$ cat config.mk
export PLATFORM = sky130hd
export DESIGN_NAME = fetch_unit_flat
export DESIGN_NICKNAME = d
export VERILOG_FILES = /design/src/rtl/fetch_unit_if.sv /design/src/rtl/fetch_unit.sv /design/src/flat_wrapper.sv
export SDC_FILE = /design/constraint.sdc
export NUM_CORES = 1
export LEC_CHECK = 0
export BUFFER_PORTS_ARGS = -buffer_cell sky130_fd_sc_hd__buf_2
export CAP_MARGIN = 20
export CORE_MARGIN = 8
export CORE_UTILIZATION = 45
export DETAILED_ROUTE_END_ITERATION = 12
export PLACE_DENSITY = 0.73
export REMOVE_ABC_BUFFERS = 1
export SETUP_SLACK_MARGIN = 0.5
export SLEW_MARGIN = 20
export SYNTH_ARGS = -nofsm -noshare
export SYNTH_HDL_FRONTEND = slang
export SYNTH_SLANG_ARGS = --single-unit
$ cat constraint.sdc
create_clock -name clk -period 2.46 [get_ports clk]
set_input_delay 0.492 -clock clk [delete_from_list [all_inputs] [get_ports clk]]
set_output_delay 0.492 -clock clk [all_outputs]
set_load 0.05 [all_outputs]
$ cat src/rtl/fetch_unit_if.sv
// Instruction-memory request/response bus between the fetch unit and imem.
//   req     fetch -> imem  one-cycle request pulse, addr valid the same cycle
//   addr    fetch -> imem  word-aligned fetch address
//   rvalid  imem -> fetch  read data valid (one or more cycles after req)
//   rdata   imem -> fetch  instruction word
interface fetch_unit_if;
    logic        req;
    logic [31:0] addr;
    logic        rvalid;
    logic [31:0] rdata;

    modport master (output req, output addr, input rvalid, input rdata);
    modport slave  (input req, input addr, output rvalid, output rdata);
endinterface

$ cat src/rtl/fetch_unit.sv
// IF stage feeding fetch2decode. Holds the PC, keeps at most one imem request
// outstanding, buffers the returned word and presents it with pc+4 to IF/ID.
// Ports:
//   clk, rst      clock (posedge) and asynchronous active-high reset
//   stall_f       IF/ID holding: do not consume the buffered word
//   redirect_en   taken branch / jump from ID; redirect_pc is the target
//   imem          instruction-memory bus (master side)
//   instr         buffered word, or NOP_INSTR when instr_valid is low
//   pc_plus4      pc + 4 (32-bit wrap)
//   instr_valid   instr holds a real fetched word
module fetch_unit #(
    parameter logic [31:0] RESET_PC  = 32'h0000_0000,
    parameter logic [31:0] NOP_INSTR = 32'h0000_0000
) (
    input  logic              clk,
    input  logic              rst,
    input  logic              stall_f,
    input  logic              redirect_en,
    input  logic [31:0]       redirect_pc,
    fetch_unit_if.master      imem,
    output logic [31:0]       instr,
    output logic [31:0]       pc_plus4,
    output logic              instr_valid
);

    typedef enum logic [1:0] {
        IDLE,   // no request outstanding
        WAIT,   // one request outstanding
        FULL    // word buffered
    } state_t;

    state_t      state_q, state_d;
    logic [31:0] pc_q, pc_d;
    logic [31:0] buf_q, buf_d;
    logic        kill_q, kill_d;
    logic        req_c;
    logic [31:0] addr_c;
    logic [31:0] redirect_aligned;

    assign redirect_aligned = {redirect_pc[31:2], 2'b00};
    assign pc_plus4         = pc_q + 32'd4;
    assign instr_valid      = (state_q == FULL);
    assign instr            = (state_q == FULL) ? buf_q : NOP_INSTR;

    // State is already IDLE while rst is high, so the combinational request
    // would fire; gate it so no request leaves during reset.
    assign imem.req  = req_c & ~rst;
    assign imem.addr = addr_c;

    always_ff @(posedge clk or posedge rst) begin
        if (rst) begin
            state_q <= IDLE;
            pc_q    <= RESET_PC;
            buf_q   <= NOP_INSTR;
            kill_q  <= 1'b0;
        end else begin
            state_q <= state_d;
            pc_q    <= pc_d;
            buf_q   <= buf_d;
            kill_q  <= kill_d;
        end
    end

    always_comb begin
        state_d = state_q;
        pc_d    = pc_q;
        buf_d   = buf_q;
        kill_d  = kill_q;
        req_c   = 1'b0;
        addr_c  = pc_q;

        unique case (state_q)
            IDLE: begin
                if (redirect_en) begin
                    pc_d = redirect_aligned;
                end else begin
                    req_c   = 1'b1;
                    state_d = WAIT;
                end
            end
            WAIT: begin
                if (redirect_en) begin
                    pc_d = redirect_aligned;
                end
                if (imem.rvalid) begin
                    if (kill_q || redirect_en) begin
                        // Response belongs to a path that was redirected away.
                        kill_d  = 1'b0;
                        state_d = IDLE;
                    end else begin
                        buf_d   = imem.rdata;
                        state_d = FULL;
                    end
                end else if (redirect_en) begin
                    // Remember to drop the response still in flight.
                    kill_d = 1'b1;
                end
            end
            FULL: begin
                if (redirect_en) begin
                    pc_d    = redirect_aligned;
                    buf_d   = NOP_INSTR;
                    state_d = IDLE;
                end else if (!stall_f) begin
                    // Word consumed by IF/ID this edge; fetch the next one now.
                    pc_d    = pc_plus4;
                    req_c   = 1'b1;
                    addr_c  = pc_plus4;
                    state_d = WAIT;
                end
            end
            default: begin
                state_d = IDLE;
            end
        endcase
    end

endmodule
$ cat src/flat_wrapper.sv
// flat-port wrapper written by rule: the top's interface ports become plain ports
module fetch_unit_flat 
#(
    parameter logic [31:0] RESET_PC  = 32'h0000_0000,
    parameter logic [31:0] NOP_INSTR = 32'h0000_0000
)
  (clk, rst, stall_f, redirect_en, redirect_pc, instr, pc_plus4, instr_valid, imem_req, imem_addr, imem_rvalid, imem_rdata);
  fetch_unit_if imem_i ();
  input  logic clk;
  input  logic rst;
  input  logic stall_f;
  input  logic redirect_en;
  input  logic [31:0] redirect_pc;
  output logic [31:0] instr;
  output logic [31:0] pc_plus4;
  output logic instr_valid;
  output wire logic [$bits(imem_i.req)-1:0] imem_req;
  output wire logic [$bits(imem_i.addr)-1:0] imem_addr;
  input wire logic [$bits(imem_i.rvalid)-1:0] imem_rvalid;
  input wire logic [$bits(imem_i.rdata)-1:0] imem_rdata;
  assign imem_req = imem_i.req;
  assign imem_addr = imem_i.addr;
  assign imem_i.rvalid = imem_rvalid;
  assign imem_i.rdata = imem_rdata;
  fetch_unit #(.RESET_PC(RESET_PC), .NOP_INSTR(NOP_INSTR)) u_core (.clk(clk), .rst(rst), .stall_f(stall_f), .redirect_en(redirect_en), .redirect_pc(redirect_pc), .imem(imem_i), .instr(instr), .pc_plus4(pc_plus4), .instr_valid(instr_valid));
endmodule
==> out/results.ini <==
[outcome]
status = complete, but fails checks
failed_checks = negative setup slack

[logic_synthesis]
synth-xor-area-share_pct = 10.3
ys.flop_type = dfrtp_1
synth_edf_count = 0
yosysTopAreaCell = dfrtp_1
netlist_area_sq_um = 4330
yosys.area_share.adder_pct = 0.289
async_flop_share_pct = 100
yosys.area.top_type_share_pct = 37.6
yosys.area_share.simple_pct = 25.9
ys.warnings.count = 0
ys_seq_area_share_pct = 37.6
syn_avg_cell_area_sq_um = 8.72
synth_top_family_by_area = simple AND/OR/NAND/NOR gates
ys_ff_latch = 65
synth-compound-area-share_pct = 19.5
netlist_top_cells_area = dfrtp_1, xnor2_1, a22o_1
synthMuxAreaShare_pct = 0.463
yosysUniqueCellTypes = 57
syn_inst = 496

[worst_setup_path]
cp-start-kind = register
worstPathMaxFanout = 4
cp_top_family = simple AND/OR/NAND/NOR gates
crit_required_ns = 1.97
worst-r2r-cell-count = 11
cp-end-kind = output pin
critical_path_arrival_ns = 2.70
slowest_stage = or4_4
setup.worst_path.start = u_core.pc_q[4]
critPathKind = reg2out
cp_cell_sequence = nand4_1, or4_4, buf_6, nor4_4, xor2_1, buf_4
max_stage_delay_ns = 0.67
worst-path-buf-inv = 2
cp.depth = 6
regToRegStartpoint = u_core.pc_q[4]

[floorplanning]
initial_core_util_pct = 46.6
core_sq_um = 9280
fp.dieH_um = 114
die_x_um = 114
rows = 35
ios = 167
dieArea_sq_um = 13000

[clocking]
clockBufferDepth = 2
htree_levels = 3
cts-root-buf = clkbuf_8
cts_tree = yes
clk_pin_slew_worst_paths_ns = 0.10
hold_buffers = 0
clkLatencyLatePin_ns = 0.38
cts_buffers = 9
clock-sinks = 65

[grt]
grt_max_degree = 37
grt_pass1_vias = 5646
grt_pass1_wl_um = 30300
antenna_found_initial = 0
grtUsageTotal_pct = 29.7
grt-ovfl-total = 0

[timing]
post-route-period-util_pct = 130
drv_slew = 0
period_minus_slack_ns = 3.20
rsz0062_at_grt = true
hold_viol_final = 0
fmax_ghz = 0.313
finClkSkew_ns = 0.0174
relSlewSlack_pct = 51.6
fin_ws_ns = -0.736
tightest_slew_ns = 0.724
setup_viol = 57

[detailed_routing]
drt_iter0_markers = 1111
wl_per_cell_um = 32.1
routed_via_density = 7.05
antenna_left = 0
drc = 0
drt-total-wl_um = 29700
drt-pass1-iter-count = 8
num_vias = 6510

[layout]
drive_gt1_share_pct = 65.4
multiInputGateArea_sq_um = 3560
nFillCells = 250
seq_area_sq_um = 1640
final_common_cell = buf_4
diodes = 0
mostFrequentLayoutCells = buf_4, buf_6, buf_2, dfrtp_1, buf_8
fin_util_pct = 94.6
final_cell_count_no_fill = 924
final_nets = 860
area_growth_pct = 103

[pwr]
p_leak_nw = 4.19
power_density_nw_per_um2 = 652
ir_drop_mv = 0.510
power_w = 0.00572

[place]
place_congestion = 0.930
place_ws_ns = -0.152
placed_cells = 823
dpl.hpwl_um = 11300
placement.io_buffers = 160

[worst_hold_path]
hp-class = in2async

[job]
cap_violations = 0

## worst paths after layout
kind,to,slack [ns]
worst min register to register,u_core.buf_q[11],0.53
min in group clk,u_core.pc_q[19],0.33
worst min-delay path,u_core.buf_q[17],0.25
worst max-delay path,imem_addr[31],-0.74
max in group asynchronous,u_core.pc_q[27],1.49
worst max register to register,u_core.pc_q[21],-0.16
## power breakdown
group	internal, W	leakage, nW	switching, W	total, W
combinational	0.00121	3.29	0.00172	0.00293
clock	0.000477	0.100	0.000534	0.00101
sequential	0.00140	0.806	0.000380	0.00178
total	0.00309	4.19	0.00263	0.00572
## sequential cells by signal (all words and copies together), names as in the netlist
register / cells
u_core.kill_q: 1
u_core.buf_q: 32
u_core.state_q: 2
u_core.pc_q: 30
## worst register-to-register path: stages, from the launching register on
cell,delay [ns]
dfrtp_1,0.41
nand4_1,0.24
or4_4,0.67
buf_6,0.18
nor2_4,0.14
xor2_2,0.11
buf_4,0.15
buf_4,0.12
buf_4,0.12
buf_4,0.12
buf_4,0.13
o2bb2ai_1,0.12
## layout make-up
cell class                      count  area share, %
Tap cell                          129           1.84
Multi-Input combinational cell    375           40.6
Clock inverter                      7          0.884
Timing Repair Buffer              330           36.1
Sequential cell                    65           18.6
Inverter                            9          0.513
Clock buffer                        9           1.41
## cells by family (layout without fill, tap and decap cells)
group | count (synthesis) | after routing
compound gates | 115 | 115
xor+xnor | 51 | 51
fa+ha+maj | 1 | 1
buf+inv | 59 | 355
flops | 65 | 65
mux | 2 | 2
other cells | 1 | 4
simple gates | 202 | 202
## synthesized netlist by cell type, types with 6 or more instances
| library cell | instances |
|---|---|
| a21oi_1 | 17 |
| a221o_1 | 7 |
| a22o_1 | 33 |
| a22oi_1 | 6 |
| and2_1 | 35 |
| and4_1 | 7 |
| buf_2 | 10 |
| clkbuf_1 | 30 |
| dfrtp_1 | 65 |
| inv_1 | 7 |
| nand2_1 | 45 |
| nand2b_1 | 9 |
| nand3_1 | 15 |
| nand4_1 | 15 |
| nor2_1 | 31 |
| nor3_1 | 12 |
| o21ai_0 | 21 |
| xnor2_1 | 34 |
| xor2_1 | 17 |
## layer usage
layer / up-vias / wire length, um / GRT usage, %
met4: 0 / 2470 / 18.5
met1: 3044 / 9620 / 32.9
met3: 299 / 3750 / 7.17
met2: 814 / 13800 / 50.3
met5: - / 0 / 0
li1: 2353 / - / -
## per-stage QoR
step           cell area (sq um)  hold WS (ns)  setup TNS, ns
6_report                    8780         0.251         -22.46
5_1_grt                     8780         0.293         -23.94
4_1_cts                     7490         0.256          -6.06
3_5_place_dp                5760         0.473         -0.864
3_3_place_gp                5760         0.474         -0.425
2_1_floorplan               4120         0.458         -53.15
## repair_timing
| action | CTS | global route |
|---|---|---|
| setup buffers | 33 | 42 |
| cloned | 2 | 8 |
| gates resized for setup | 347 | 174 |
| pin swaps | 43 | 81 |
| endpoints found under the setup margin | 103 | 141 |
Power figures use the tool's default switching activity.
